File: src/rtl/muldiv_pkg.sv
// Shared definitions for the EX-stage multiply/divide unit.
//   - funct codes of the HI/LO instruction group
//   - R-type ALUOp encoding
//   - FSM state encoding (IDLE/BUSY/DONE)
//   - default operand width
package muldiv_pkg;

    localparam int WIDTH_DEF = 32;

    localparam logic [1:0] ALUOP_R = 2'b10;

    localparam logic [5:0] F_MFHI  = 6'h10;
    localparam logic [5:0] F_MTHI  = 6'h11;
    localparam logic [5:0] F_MFLO  = 6'h12;
    localparam logic [5:0] F_MTLO  = 6'h13;
    localparam logic [5:0] F_MULT  = 6'h18;
    localparam logic [5:0] F_MULTU = 6'h19;
    localparam logic [5:0] F_DIV   = 6'h1A;
    localparam logic [5:0] F_DIVU  = 6'h1B;

    typedef enum logic [1:0] {
        ST_IDLE = 2'b00,
        ST_BUSY = 2'b01,
        ST_DONE = 2'b10
    } state_t;

    // MULT/MULTU/DIV/DIVU occupy 6'h18..6'h1B: common prefix 4'b0110.
    // Within the group, funct[1] selects divide and funct[0] selects unsigned.
    function automatic logic is_muldiv(input logic [5:0] funct);
        return funct[5:2] == 4'b0110;
    endfunction

endpackage

File: src/rtl/muldiv_if.sv
// Bundle between the ID/EX stage register / hazard logic and the mul/div unit.
//   ALUOp_in, funct_in   : decoded instruction in EX
//   op_a_in, op_b_in     : forwarded rs / rt values
//   flush_in             : kill the instruction in EX
//   muldiv_stall         : hold PC, IF/ID, ID/EX; bubble into EX/MEM
//   busy_out             : unit FSM not idle
//   hi_out, lo_out       : architectural HI/LO
//   mf_result_out        : MFHI/MFLO read data
// master = pipeline side, slave = mul/div unit side.
interface muldiv_if #(
    parameter int WIDTH = muldiv_pkg::WIDTH_DEF
);
    logic [1:0]       ALUOp_in;
    logic [5:0]       funct_in;
    logic [WIDTH-1:0] op_a_in;
    logic [WIDTH-1:0] op_b_in;
    logic             flush_in;
    logic             muldiv_stall;
    logic             busy_out;
    logic [WIDTH-1:0] hi_out;
    logic [WIDTH-1:0] lo_out;
    logic [WIDTH-1:0] mf_result_out;

    modport master (
        output ALUOp_in, funct_in, op_a_in, op_b_in, flush_in,
        input  muldiv_stall, busy_out, hi_out, lo_out, mf_result_out
    );

    modport slave (
        input  ALUOp_in, funct_in, op_a_in, op_b_in, flush_in,
        output muldiv_stall, busy_out, hi_out, lo_out, mf_result_out
    );

endinterface

File: src/rtl/muldiv_core.sv
// Iterative radix-2 multiply / restoring-divide datapath.
//   clk, rst       : clock, synchronous active-high reset (control only)
//   start          : latch operands and begin WIDTH iterations
//   abort          : drop the operation in progress
//   is_div         : 1 = divide, 0 = multiply
//   is_signed      : 1 = signed operands (MULT/DIV)
//   op_a, op_b     : multiplicand/dividend, multiplier/divisor
//   done           : high during the last iteration cycle; res_hi/res_lo valid
//   res_hi, res_lo : sign-corrected result (HI/LO layout)
module muldiv_core import muldiv_pkg::*; #(
    parameter int WIDTH = WIDTH_DEF
) (
    input  logic             clk,
    input  logic             rst,
    input  logic             start,
    input  logic             abort,
    input  logic             is_div,
    input  logic             is_signed,
    input  logic [WIDTH-1:0] op_a,
    input  logic [WIDTH-1:0] op_b,
    output logic             done,
    output logic [WIDTH-1:0] res_hi,
    output logic [WIDTH-1:0] res_lo
);

    localparam int CNT_W = (WIDTH > 1) ? $clog2(WIDTH) : 1;
    localparam logic [CNT_W-1:0] LAST = CNT_W'(WIDTH - 1);

    function automatic logic [WIDTH-1:0] magnitude(input logic [WIDTH-1:0] x, input logic sgn);
        return (sgn && x[WIDTH-1]) ? (~x + WIDTH'(1)) : x;
    endfunction

    function automatic logic [WIDTH-1:0] cond_neg_w(input logic [WIDTH-1:0] x, input logic neg);
        return neg ? (~x + WIDTH'(1)) : x;
    endfunction

    function automatic logic [2*WIDTH-1:0] cond_neg_2w(input logic [2*WIDTH-1:0] x, input logic neg);
        return neg ? (~x + (2*WIDTH)'(1)) : x;
    endfunction

    logic             busy;
    logic [CNT_W-1:0] cnt;

    // acc: product upper half (mul) / partial remainder (div)
    // sh : multiplier shifting out + product lower half (mul) / dividend shifting out + quotient (div)
    // m  : multiplicand magnitude (mul) / divisor magnitude (div)
    logic [WIDTH-1:0] acc, sh, m, a_raw;
    logic             mode_div, neg_q, neg_r, div0;

    logic [WIDTH:0]     mul_sum;
    logic [WIDTH:0]     div_shift;
    logic               div_fits;
    logic [WIDTH-1:0]   acc_nx, sh_nx;
    logic [2*WIDTH-1:0] prod;

    always_comb begin
        mul_sum   = {1'b0, acc} + (sh[0] ? {1'b0, m} : '0);
        div_shift = {acc, sh[WIDTH-1]};
        div_fits  = div_shift >= {1'b0, m};
        if (mode_div) begin
            // Remainder after a successful subtract is below the divisor, so it fits WIDTH bits.
            acc_nx = div_fits ? WIDTH'(div_shift - {1'b0, m}) : div_shift[WIDTH-1:0];
            sh_nx  = {sh[WIDTH-2:0], div_fits};
        end else begin
            acc_nx = mul_sum[WIDTH:1];
            sh_nx  = {mul_sum[0], sh[WIDTH-1:1]};
        end
    end

    // Results are taken from the next-state values so HI/LO can be written
    // on the same edge that completes the final iteration.
    always_comb begin
        prod = cond_neg_2w({acc_nx, sh_nx}, neg_q);
        if (mode_div) begin
            if (div0) begin
                res_hi = a_raw;
                res_lo = '1;
            end else begin
                res_hi = cond_neg_w(acc_nx, neg_r);
                res_lo = cond_neg_w(sh_nx, neg_q);
            end
        end else begin
            res_hi = prod[2*WIDTH-1:WIDTH];
            res_lo = prod[WIDTH-1:0];
        end
    end

    assign done = busy && (cnt == LAST);

    always_ff @(posedge clk) begin
        if (rst || abort) begin
            busy <= 1'b0;
            cnt  <= '0;
        end else if (start) begin
            busy <= 1'b1;
            cnt  <= '0;
        end else if (busy) begin
            if (done) begin
                busy <= 1'b0;
                cnt  <= '0;
            end else begin
                cnt <= cnt + CNT_W'(1);
            end
        end
    end

    always_ff @(posedge clk) begin
        if (start) begin
            mode_div <= is_div;
            a_raw    <= op_a;
            div0     <= (op_b == '0);
            neg_q    <= is_signed && (op_a[WIDTH-1] ^ op_b[WIDTH-1]);
            neg_r    <= is_signed && op_a[WIDTH-1];
            acc      <= '0;
            if (is_div) begin
                sh <= magnitude(op_a, is_signed);
                m  <= magnitude(op_b, is_signed);
            end else begin
                sh <= magnitude(op_b, is_signed);
                m  <= magnitude(op_a, is_signed);
            end
        end else if (busy) begin
            acc <= acc_nx;
            sh  <= sh_nx;
        end
    end

endmodule

File: src/rtl/ex_muldiv_unit.sv
// EX-stage multiply/divide unit: owns HI/LO, the IDLE/BUSY/DONE sequencer
// and the pipeline stall; the iterative arithmetic lives in muldiv_core.
//   clk : rising-edge clock
//   rst : synchronous active-high reset
//   bus : muldiv_if.slave (instruction, operands, flush in; stall, busy,
//         HI/LO and MFHI/MFLO data out)
module ex_muldiv_unit import muldiv_pkg::*; #(
    parameter int WIDTH = WIDTH_DEF
) (
    input  logic      clk,
    input  logic      rst,
    muldiv_if.slave   bus
);

    state_t           state, state_nx;
    logic             r_type, start_req;
    logic             stall, core_start, core_abort, core_done;
    logic [WIDTH-1:0] core_hi, core_lo;
    logic [WIDTH-1:0] hi, lo, mf;

    // A flushed instruction is treated as absent.
    assign r_type    = (bus.ALUOp_in == ALUOP_R) && !bus.flush_in;
    assign start_req = r_type && is_muldiv(bus.funct_in);

    muldiv_core #(.WIDTH(WIDTH)) u_core (
        .clk       (clk),
        .rst       (rst),
        .start     (core_start),
        .abort     (core_abort),
        .is_div    (bus.funct_in[1]),
        .is_signed (~bus.funct_in[0]),
        .op_a      (bus.op_a_in),
        .op_b      (bus.op_b_in),
        .done      (core_done),
        .res_hi    (core_hi),
        .res_lo    (core_lo)
    );

    always_ff @(posedge clk) begin
        if (rst) state <= ST_IDLE;
        else     state <= state_nx;
    end

    always_comb begin
        state_nx   = state;
        stall      = 1'b0;
        core_start = 1'b0;
        core_abort = 1'b0;
        case (state)
            ST_IDLE: begin
                if (start_req) begin
                    stall      = 1'b1;
                    core_start = 1'b1;
                    state_nx   = ST_BUSY;
                end
            end
            ST_BUSY: begin
                if (bus.flush_in) begin
                    core_abort = 1'b1;
                    state_nx   = ST_IDLE;
                end else begin
                    stall = 1'b1;
                    if (core_done) state_nx = ST_DONE;
                end
            end
            // One unstalled cycle lets the instruction leave EX; never restart on it.
            ST_DONE: state_nx = ST_IDLE;
            default: state_nx = ST_IDLE;
        endcase
    end

    always_ff @(posedge clk) begin
        if (rst) begin
            hi <= '0;
            lo <= '0;
        end else if (state == ST_BUSY) begin
            if (core_done && !bus.flush_in) begin
                hi <= core_hi;
                lo <= core_lo;
            end
        end else if (state == ST_IDLE && r_type) begin
            if (bus.funct_in == F_MTHI) hi <= bus.op_a_in;
            if (bus.funct_in == F_MTLO) lo <= bus.op_a_in;
        end
    end

    always_comb begin
        mf = '0;
        if (!rst && r_type) begin
            if (bus.funct_in == F_MFHI) mf = hi;
            if (bus.funct_in == F_MFLO) mf = lo;
        end
    end

    assign bus.muldiv_stall  = stall;
    assign bus.busy_out      = (state != ST_IDLE);
    assign bus.hi_out        = hi;
    assign bus.lo_out        = lo;
    assign bus.mf_result_out = mf;

endmodule

File: src/flat_wrapper.sv
// flat-port wrapper written by rule: the top's interface ports become plain ports
module ex_muldiv_unit_flat import muldiv_pkg::*;
#(
    parameter int WIDTH = WIDTH_DEF
)
  (clk, rst, bus_ALUOp_in, bus_funct_in, bus_op_a_in, bus_op_b_in, bus_flush_in, bus_muldiv_stall, bus_busy_out, bus_hi_out, bus_lo_out, bus_mf_result_out);
  muldiv_if #(.WIDTH(WIDTH)) bus_i ();
  input  logic clk;
  input  logic rst;
  input wire logic [$bits(bus_i.ALUOp_in)-1:0] bus_ALUOp_in;
  input wire logic [$bits(bus_i.funct_in)-1:0] bus_funct_in;
  input wire logic [$bits(bus_i.op_a_in)-1:0] bus_op_a_in;
  input wire logic [$bits(bus_i.op_b_in)-1:0] bus_op_b_in;
  input wire logic [$bits(bus_i.flush_in)-1:0] bus_flush_in;
  output wire logic [$bits(bus_i.muldiv_stall)-1:0] bus_muldiv_stall;
  output wire logic [$bits(bus_i.busy_out)-1:0] bus_busy_out;
  output wire logic [$bits(bus_i.hi_out)-1:0] bus_hi_out;
  output wire logic [$bits(bus_i.lo_out)-1:0] bus_lo_out;
  output wire logic [$bits(bus_i.mf_result_out)-1:0] bus_mf_result_out;
  assign bus_i.ALUOp_in = bus_ALUOp_in;
  assign bus_i.funct_in = bus_funct_in;
  assign bus_i.op_a_in = bus_op_a_in;
  assign bus_i.op_b_in = bus_op_b_in;
  assign bus_i.flush_in = bus_flush_in;
  assign bus_muldiv_stall = bus_i.muldiv_stall;
  assign bus_busy_out = bus_i.busy_out;
  assign bus_hi_out = bus_i.hi_out;
  assign bus_lo_out = bus_i.lo_out;
  assign bus_mf_result_out = bus_i.mf_result_out;
  ex_muldiv_unit #(.WIDTH(WIDTH)) u_core (.clk(clk), .rst(rst), .bus(bus_i));
endmodule
File: config.mk
export PLATFORM = sky130hd
export DESIGN_NAME = ex_muldiv_unit_flat
export DESIGN_NICKNAME = d
export VERILOG_FILES = /design/src/rtl/muldiv_pkg.sv /design/src/rtl/muldiv_if.sv /design/src/rtl/muldiv_core.sv /design/src/rtl/ex_muldiv_unit.sv /design/src/flat_wrapper.sv
export SDC_FILE = /design/constraint.sdc
export NUM_CORES = 1
export LEC_CHECK = 0
export ABC_AREA = 0
export CAP_MARGIN = 20
export CORE_ASPECT_RATIO = 2
export CORE_MARGIN = 4
export CORE_UTILIZATION = 45
export DETAILED_ROUTE_END_ITERATION = 10
export PLACE_DENSITY = 0.77
export SETUP_SLACK_MARGIN = 0.4
export SYNTH_ARGS = -nofsm -noshare
export SYNTH_HDL_FRONTEND = slang
export SYNTH_SLANG_ARGS = --single-unit
File: constraint.sdc
create_clock -name clk -period 5.46 [get_ports clk]
set_input_delay 0.819 -clock clk [delete_from_list [all_inputs] [get_ports clk]]
set_output_delay 0.819 -clock clk [all_outputs]
set_load 0.005 [all_outputs]
Yosys cells after proc, flatten, opt, wreduce, memory -nomap -nowiden
Index checks and enable logic that the tools add are counted.
Word-level totals
  bits in registers: 204
  input port bits: 75
  output and inout bits: 98
  logic and storage cells: 105
Operators by class
  $add $sub $neg: 8
  $lt $le $gt $ge: 1
  eq/ne operators: 11
  mux-type cells: 42
  bitwise gates (word level): 7
  reductions and logical operators: 23
Operators with widths (number)
  $mux W32: 27
  $add A32 B1 Y32 const B: 4
  $not A32 Y32: 4
  $add A64 B1 Y64 const B: 1
  $mux W64: 1
  $not A64 Y64: 1
  $add A32 B32 Y33: 1
  $ge A33 B32 Y1: 1
  $logic_not A32 Y1: 1
  $sub A32 B32 Y32: 1
  $eq A6 B5 Y1 const B: 4
  $reduce_bool A2 Y1: 5
  $logic_and A1 B1 Y1: 9
  $mux W1: 8
  $mux W2: 3
  $reduce_and A3 Y1: 2
  $add A5 B1 Y5 const B: 1
  $eq A5 B5 Y1 const B: 1
  $mux W5: 1
  $eq A4 B3 Y1 const B: 1
  $ne A2 B1 Y1 const B: 2
  $pmux W2 S2: 1
  $ne A3 B2 Y1 const B: 1
  $eq A2 B1 Y1 const B: 1
  9 further kinds: 10

Longest topological paths before layout
Gate-level depths: netlist of the first run.
  word-level depth: 10
  gate-level depth with buffers: 25

By module
A second synthesis of the first run with hierarchy kept.
Second synthesis, totals
  cells, all modules: 2324
  area total of the unflattened synthesis: 18789.3 µm²
Modules (own cells, without submodules)
  muldiv_core: times used 1, cells an instance 1895, area each 14945.6 µm², sequential area each 3763.6 µm²
  ex_muldiv_unit: times used 1, cells an instance 429, area each 3843.7 µm², sequential area each 1321.3 µm²

Least setup slack after synthesis of the first run
No wires, ideal clock.
  path kind: register to register
  start point: reg u_core.u_core.mode_div
  end point: reg u_core.hi[24], in the netlist u_core.bus.hi_out[24]
  setup time: 76 ps
  arrival time: 5746 ps
  data required time: 5384 ps
  slack: -362 ps
  stages on the path, launching flop included: 25
  path buffers: 10
  clock period less this slack: 5822 ps
  cells stage by stage: edfxtp_1 > buf_4 > buf_2 > buf_2 > buf_2 > buf_1 > buf_1 > clkbuf_1 > buf_1 > buf_2 > nand2_1 > o21ai_0 > ha_1 > nand2_1 > or4_4 > or3_1 > nand4bb_1 > or2_0 > clkbuf_1 > nor3_1 > nand4b_1 > o311ai_0 > o41ai_1 > a311o_1 > o22ai_1
On the way
  cells in the longest elaborated chain, start to end: 8
Ends and longest elaborated chain
  start, declared: line muldiv_core.sv:48  | logic mode_div, neg_q, neg_r, div0;
  start signal, assigned: line muldiv_core.sv:109  | mode_div <= is_div;
  $mux W32: line muldiv_core.sv:60  | if (mode_div) begin
  $not A32 Y32: line muldiv_core.sv:34  | return neg ? (~x + WIDTH'(1)) : x;
  $add A32 B1 Y32: line muldiv_core.sv:34
  $mux W32: line muldiv_core.sv:34
  $mux W32: line muldiv_core.sv:75  | if (div0) begin
  $mux W32 *: line muldiv_core.sv:74  | if (mode_div) begin
  $mux W32 *: line ex_muldiv_unit.sv:77  | if (core_done && !bus.flush_in) begin
  $mux W32 *: line ex_muldiv_unit.sv:76  | end else if (state == ST_BUSY) begin
  end signal, assigned: line ex_muldiv_unit.sv:78  | hi <= core_hi;
  end signal, assigned: line ex_muldiv_unit.sv:82  | if (bus.funct_in == F_MTHI) hi <= bus.op_a_in;
  end, declared: line ex_muldiv_unit.sv:19  | logic [WIDTH-1:0] hi, lo, mf;
Every way passes the cells marked *; elsewhere a longest branch is shown, timed or not. The select of a mux whose other input is x is not followed.
A chain may end at the register's enable or synchronous reset.

Final worst setup path of the first run
  start point: reg u_core.u_core.acc[27]
  end point: reg u_core.hi[24], in the netlist u_core.bus.hi_out[24]
On the way
  cells in the longest elaborated chain, start to end: 10
Ends and longest elaborated chain
  start, declared: line muldiv_core.sv:47  | logic [WIDTH-1:0] acc, sh, m, a_raw;
  start signal, assigned: line muldiv_core.sv:123  | acc <= acc_nx;
  $ge A33 B32 Y1 *: line muldiv_core.sv:59  | div_fits = div_shift >= {1'b0, m};
  $mux W32: line muldiv_core.sv:62  | acc_nx = div_fits ? WIDTH'(div_shift - {1'b0, m}) : div_shift[WIDTH-1:0];
  $mux W32: line muldiv_core.sv:60
  $not A32 Y32: line muldiv_core.sv:34
  $add A32 B1 Y32: line muldiv_core.sv:34
  $mux W32: line muldiv_core.sv:34
  $mux W32: line muldiv_core.sv:75
  $mux W32 *: line muldiv_core.sv:74
  $mux W32 *: line ex_muldiv_unit.sv:77
  $mux W32 *: line ex_muldiv_unit.sv:76
Marked as above.

==> impl_metrics.csv, run 1 <==
group,metric,value,unit
outcome,run_status,"finished, final reports clean",
critical_path,path_cells,"ha_1 > a21oi_2 > o21ai_4 > o31ai_4 > a21oi_4 > nor2_4 > nand2_2 > o21ai_2 > ha_2 > nand2_2 > or4_4 > or3_4 > nand4bb_4 > or2_4 > nor3_2 > nand4b_1 > buf_6 > o311ai_2 > o41ai_1 > a311o_1 > o22ai_1",
drt,avgRoutedWirePerCell,29.7,um
final_layout,fillCellCount,3834,
final_layout,multi_input_area,0.0127,mm2
sta,fin_crit_sh,92.0,%
sta,finalCriticalPeriod,5020,ps
synth,ys_warn_count,0,
synth,synth_area,0.0182,mm2
final_layout,seq_area,0.00510,mm2
drt,drc,0,
final_layout,drive_gt1_share,14.1,%
floorplanning,rows,103,
clock_network,htree_levels,1,
sta,rsz0062_at_grt,"yes",
sta,worstMarginPinSlew,1170,ps
power,peakVddDrop,0.000265,V
power,p_leak,8.50,nW
floorplanning,initial_core_util,45.7,%
critical_path,critPathRequiredTime,5930,ps
global_route,gr-total-overflow,0,
clock_network,cts_sinks,204,
synth,async_reset_ff_share,0,%
synth,ys.flop_type,"dfxtp_1",
floorplanning,die_y,292,um
final_layout,fin_nets,2642,
synth,ys_types,100,
sta,setup_viol,0,
final_layout,area_growth,23.8,%
sta,hold_ws,479,ps
clock_network,cts_buffer_depth,3,
clock_network,cts_buffers,23,
drt,drt_first_pass_iters,6,
drt,drtIter0Drc,2033,
placed_design,dp.cells,2978,
placed_design,place_congestion,1.03,
synth,seq_area_frac_synth,28.0,%
run,cap_violations,0,
drt,finalWirelength,90.3,mm
critical_path,reg2reg_slack,440,ps
synth,syn_nets,2416,
critical_path,arrival,5490,ps
synth,synth_edf_count,100,
global_route,antenna_found_initial,0,
final_layout,mostFrequentLayoutCells,"232 x nor2_1, 213 x a21oi_1, 205 x nand2_1, 170 x clkdlybuf4s50_1, 169 x buf_4",
placed_design,pre_cts_ws,-137,ps
worst_hold_path,hold_start,"u_core.bus.lo_out[14]",
critical_path,slowest_stage,"dfxtp_1",
critical_path,worstPathMaxFanout,5,
sta,worst_slack,438,ps
final_layout,instances_no_fill,3037,
drt,routed-via-count,20100,
placed_design,place_hpwl,69.6,mm
clock_network,clock_latency,560,ps
global_route,grt_pass1_vias,20000,
synth,ys_seq_elements,204,
final_layout,final_common_cell,"nor2_1",
sta,setup-tns-final,0,ps
floorplanning,die_w,150,um
global_route,grt_pass1_wl,130,mm
final_layout,fin_util,56.6,%
sta,finalHoldViolations,0,
floorplanning,fp.coreArea,0.0397,mm2
sta,fin_skew,25.0,ps
global_route,grt_use_total,40.0,%
global_route,grt_max_degree,99,
sta,slew_violations,0,
critical_path,crit_top_cell,"nand2_2",
placed_design,port_buffers,172,
clock_network,cts_root_buf,"clkbuf_16",
power,p_per_area,338,mW/mm2
final_layout,n_antenna_cell,0,
sta,max_freq,199,MHz
clock_network,cts_tree,"yes",
critical_path,cp-start-kind,"flop",
drt,ant_nets,0,
floorplanning,ios,173,
drt,vias_per_cell,6.62,
critical_path,reg2reg_from,"u_core.u_core.acc[27]",
synth,post_synth.cell_area_avg,8.00,um2
floorplanning,die_area,0.0438,mm2
sta,relSlewSlack,21.2,%
worst_hold_path,hp-class,"reg -> reg",
critical_path,crit_start,"u_core.u_core.acc[27]",
critical_path,worstSetupPathType,"reg -> reg",
critical_path,crit_path_end_kind,"flop",
critical_path,crit_path_max_incr_delay,470,ps
synth,syn_inst,2269,
clock_network,cts.clk_slew.worst_paths,70,ps
==> where the power goes <==
group          total, W  internal, W  switching (W)
Clock           0.00161     0.000852       0.000758
Combinational   0.00411      0.00152        0.00258
Sequential      0.00188      0.00171       0.000172
==> synthesized netlist by cell type, types with 27 or more instances <==
library cell / n / area, um2
a21o_1: 28 / 210
a21oi_1: 226 / 1130
and2_1: 37 / 231
clkbuf_1: 107 / 402
dfxtp_1: 104 / 2080
edfxtp_1: 100 / 3000
ha_1: 70 / 876
inv_1: 69 / 259
mux2i_1: 135 / 1350
nand2_1: 211 / 792
nand3_1: 38 / 190
nand4_1: 27 / 169
nor2_1: 232 / 871
nor3_1: 62 / 310
o21ai_0: 130 / 651
o221ai_1: 40 / 350
o31ai_1: 41 / 308
xnor2_1: 85 / 744
xor2_1: 83 / 727
==> area by class of cell <==
class                           count  share of cell area, %
Clock buffer                       27                   2.67
Clock inverter                     15                  0.601
Inverter                           70                   1.18
Multi-Input combinational cell   1852                   56.4
Sequential cell                   204                   22.7
Tap cell                          525                   2.92
Timing Repair Buffer              344                   13.6
==> metrics by stage <==
step           cell area, um2  total power [W]
2_1_floorplan           18300          0.00407
3_3_place_gp            21200          0.00559
3_5_place_dp            21200          0.00561
4_1_cts                 22100          0.00726
5_1_grt                 22500          0.00782
6_report                22500          0.00760
==> path summary, 6_finish.rpt <==
kind                           endpoint  cells past startpoint
hold reg to reg   u_core.bus.lo_out[14]                      2
setup reg to reg  u_core.bus.hi_out[24]                     21
setup / recovery  u_core.bus.hi_out[24]                     21
hold / removal    u_core.bus.lo_out[14]                      2
==> routing by layer <==
layer	global-route usage (%)	up-vias	wire [um]
met5	0	-	0
met4	41.2	0	12500
met3	6.65	491	5900
met2	69.0	1198	44000
met1	38.3	9537	27900
li1	-	8869	-
==> cell families (layout without fill, tap and decap cells) <==
group                    Yosys count  after routing  synth area share [%]
AO/OA/AOI/OAI                    689            689                  25.1
XOR/XNOR                         168            168                  8.10
adder cells (fa/ha/maj)           72             72                  5.04
buffers and inverters            213            456                  4.66
flip-flops                       204            204                  28.0
multiplexers                     151            151                  8.45
AND/OR/NAND/NOR                  772            772                  20.7
==> repair_timing <==
item	in CTS	in global routing
setup buffers	2	15
pin swaps	5	22
endpoints found under the setup margin	24	27
cloned	0	0
gates resized for setup	25	68
hold buffers	0	0
==> worst max-delay path, delay by kind of cell (launching register included) <==
family / cells / cell delay, ps
and+or+nand+nor: 9 / 1880
AOI/OAI and AO/OA: 9 / 1860
adders and majority gates: 2 / 550
DFF: 1 / 470
buffers and inverters: 1 / 190
==> registers in the layout, indices dropped and copies added (netlist names), 2 cells and up <==
| name | flops |
|---|---|
| u_core.bus.hi_out | 32 |
| u_core.bus.lo_out | 32 |
| u_core.u_core.a_raw | 32 |
| u_core.u_core.acc | 32 |
| u_core.u_core.m | 32 |
| u_core.u_core.sh | 32 |
| u_core.u_core.cnt | 5 |
| u_core.state | 2 |
(Power assumes the default switching activity.)
==> run 2, diff against run 1 <==
CTS_CLUSTER_SIZE = 8   (was default)
==> impl_metrics.csv, run 2 (synthesis results as in run 1) <==
group,metric,value,unit
outcome,run_status,"finished, final reports clean",
floorplanning,die_area,0.0438,mm2
critical_path,worstSetupPathType,"reg -> reg",
final_layout,stdcell_area,0.0226,mm2
power,p_seq_share,24.2,%
critical_path,crit_path_end_kind,"flop",
clock_network,cts_buffers,29,
final_layout,n_antenna_cell,0,
critical_path,crit_path_max_incr_delay,570,ps
global_route,grt_use_total,39.9,%
global_route,antenna_found_initial,0,
sta,rsz0062_at_grt,"yes",
final_layout,mostFrequentLayoutCells,"232 x nor2_1, 213 x a21oi_1, 205 x nand2_1, 170 x clkdlybuf4s50_1, 169 x buf_4",
critical_path,cp_num_buf_inv,1,
critical_path,path_cells,"ha_1 > o2111ai_4 > buf_4 > a211oi_2 > o211ai_1 > a211o_1 > a211oi_1 > o221a_2 > nand4_1 > or3_1 > or4_4 > nand3_2 > o211ai_2",
drt,routed-via-count,20200,
sta,setup_viol,0,
clock_network,cts_root_buf,"clkbuf_16",
global_route,grt_pass1_vias,20000,
power,internal_power,0.00424,W
power,clockPowerShare,22.9,%
clock_network,clock_latency,590,ps
critical_path,crit_start,"u_core.u_core.acc[2]",
critical_path,arrival,5480,ps
final_layout,fillCellCount,3813,
sta,hold_ws,474,ps
drt,drtIter0Drc,1914,
critical_path,r2r_cells,13,
clock_network,cts_sinks,204,
sta,worstMarginPinSlew,1280,ps
sta,finalHoldViolations,0,
power,peakVddDrop,0.000231,V
clock_network,htree_levels,1,
floorplanning,die_w,150,um
critical_path,cp_top_family,"compound AO/OA/AOI/OAI gates",
power,switchingPower,0.00351,W
critical_path,reg2reg_from,"u_core.u_core.acc[2]",
critical_path,critPathRequiredTime,5920,ps
sta,finalCriticalPeriod,5020,ps
final_layout,multi_input_area,0.0127,mm2
drt,avgRoutedWirePerCell,29.6,um
sta,relSlewSlack,14.2,%
power,p_leak,8.55,nW
placed_design,place_hpwl,69.6,mm
drt,vias_per_cell,6.63,
final_layout,drive_gt1_share,13.6,%
critical_path,cp-start-kind,"flop",
power,p_per_area,343,mW/mm2
floorplanning,die_y,292,um
critical_path,worstPathMaxFanout,7,
final_layout,fin_nets,2649,
drt,drc,0,
global_route,grt_max_degree,99,
sta,max_freq,199,MHz
sta,fin_skew,23.3,ps
sta,fin_crit_sh,91.9,%
worst_hold_path,hold_depth,2,
global_route,gr-total-overflow,0,
floorplanning,rows,103,
sta,slew_violations,0,
final_layout,seq_area,0.00509,mm2
floorplanning,fp.coreArea,0.0397,mm2
final_layout,area_growth,24.5,%
worst_hold_path,hp-class,"reg -> reg",
run,cap_violations,0,
critical_path,reg2reg_to,"u_core.bus.hi_out[31]",
critical_path,slowest_stage,"or4_4",
drt,finalWirelength,90.4,mm
final_layout,final_common_cell,"nor2_1",
worst_hold_path,hold_start,"u_core.bus.lo_out[18]",
placed_design,placed_area,0.0212,mm2
placed_design,place_congestion,1.03,
clock_network,ctsHoldBuffers,0,
global_route,grt_pass1_wl,129,mm
power,combPwrFrac,52.8,%
drt,drt_first_pass_iters,8,
worst_hold_path,min_to,"u_core.bus.lo_out[18]",
drt,ant_nets,0,
critical_path,reg2reg_slack,440,ps
floorplanning,ios,173,
clock_network,cts_buffer_depth,3,
clock_network,cts_tree,"yes",
placed_design,port_buffers,172,
power,switching_share,45.3,%
clock_network,cts.clk_slew.worst_paths,60,ps
floorplanning,initial_core_util,45.7,%
run 2: cell count changes in the layout (fill, tap and decap cells not counted), sizes merged:
cell,change
clkinvlp,-1
buf,+1
inv,-2
clkbuf,+26
bufinv,-1
clkinv,-10
run 2: worst max path at each step:
stage,depth (start not counted),endpoint,slack (ps)
3_5_place_dp,23,u_core.bus.hi_out[20],-140
2_1_floorplan,23,u_core.bus.hi_out[24],410
6_report,13,u_core.bus.hi_out[31],440
3_3_place_gp,22,u_core.bus.hi_out[24],-40
4_1_cts,23,u_core.bus.hi_out[20],400
5_1_grt,22,u_core.bus.hi_out[24],280
run 2: layout make-up:
| type | count | area share [%] |
|---|---|---|
| clock buffers | 53 | 3.65 |
| inverters | 70 | 1.17 |
| flip-flops and latches | 204 | 22.5 |
| well taps | 525 | 2.91 |
| repair buffers | 345 | 13.5 |
| multi-input cells | 1852 | 56.1 |
| clock inverters | 1 | 0.0886 |
run 2: power groups by stage:
| stage | Sequential [W] | Clock [W] | Combinational (W) |
|---|---|---|---|
| global placement | 0.00188 | 0 | 0.00370 |
| floorplan | 0.00182 | 0 | 0.00225 |
| detailed placement | 0.00189 | 0 | 0.00373 |
| finish | 0.00188 | 0.00178 | 0.00410 |
| global route | 0.00188 | 0.00184 | 0.00428 |
| CTS | 0.00186 | 0.00178 | 0.00380 |
run 2: what timing repair did:
| item | 4_1_cts | 5_1_grt |
|---|---|---|
| endpoints found under the hold margin | 0 | 0 |
| setup buffers | 1 | 17 |
| endpoints found under the setup margin | 24 | 27 |
| resized for setup | 18 | 72 |
| pin swaps | 5 | 27 |
run 2: metal layers:
metal  vias to the layer above  GRT usage (%)  wire length (um)  part of all wire, %
met5                         -              0                 0                    0
met4                         0           42.7             12800                   14
met3                       499           6.16              6060                  6.7
met2                      1222           68.5             43900                   49
met1                      9598           38.1             27600                   31
li1                       8906              -                 -                    -
run 2: stage by stage:
stage	TNS, ps	cells	util (%)	power (W)	setup WS, ps
3_5_place_dp	-719	2978	53.5	0.00561	-137
5_1_grt	0	3050	57.0	0.00800	284
6_report	0	3050	57.0	0.00776	442
3_3_place_gp	-110	2978	53.5	0.00559	-43.7
2_1_floorplan	0	2269	-	0.00407	411
4_1_cts	0	3033	55.8	0.00743	399
run 2: tightest hold or removal path: cells and delay by family (launching register included):
family	cells	cell delay (ps)
flip-flops	1	320
AO/OA/AOI/OAI	1	50
AND/OR/NAND/NOR	1	60
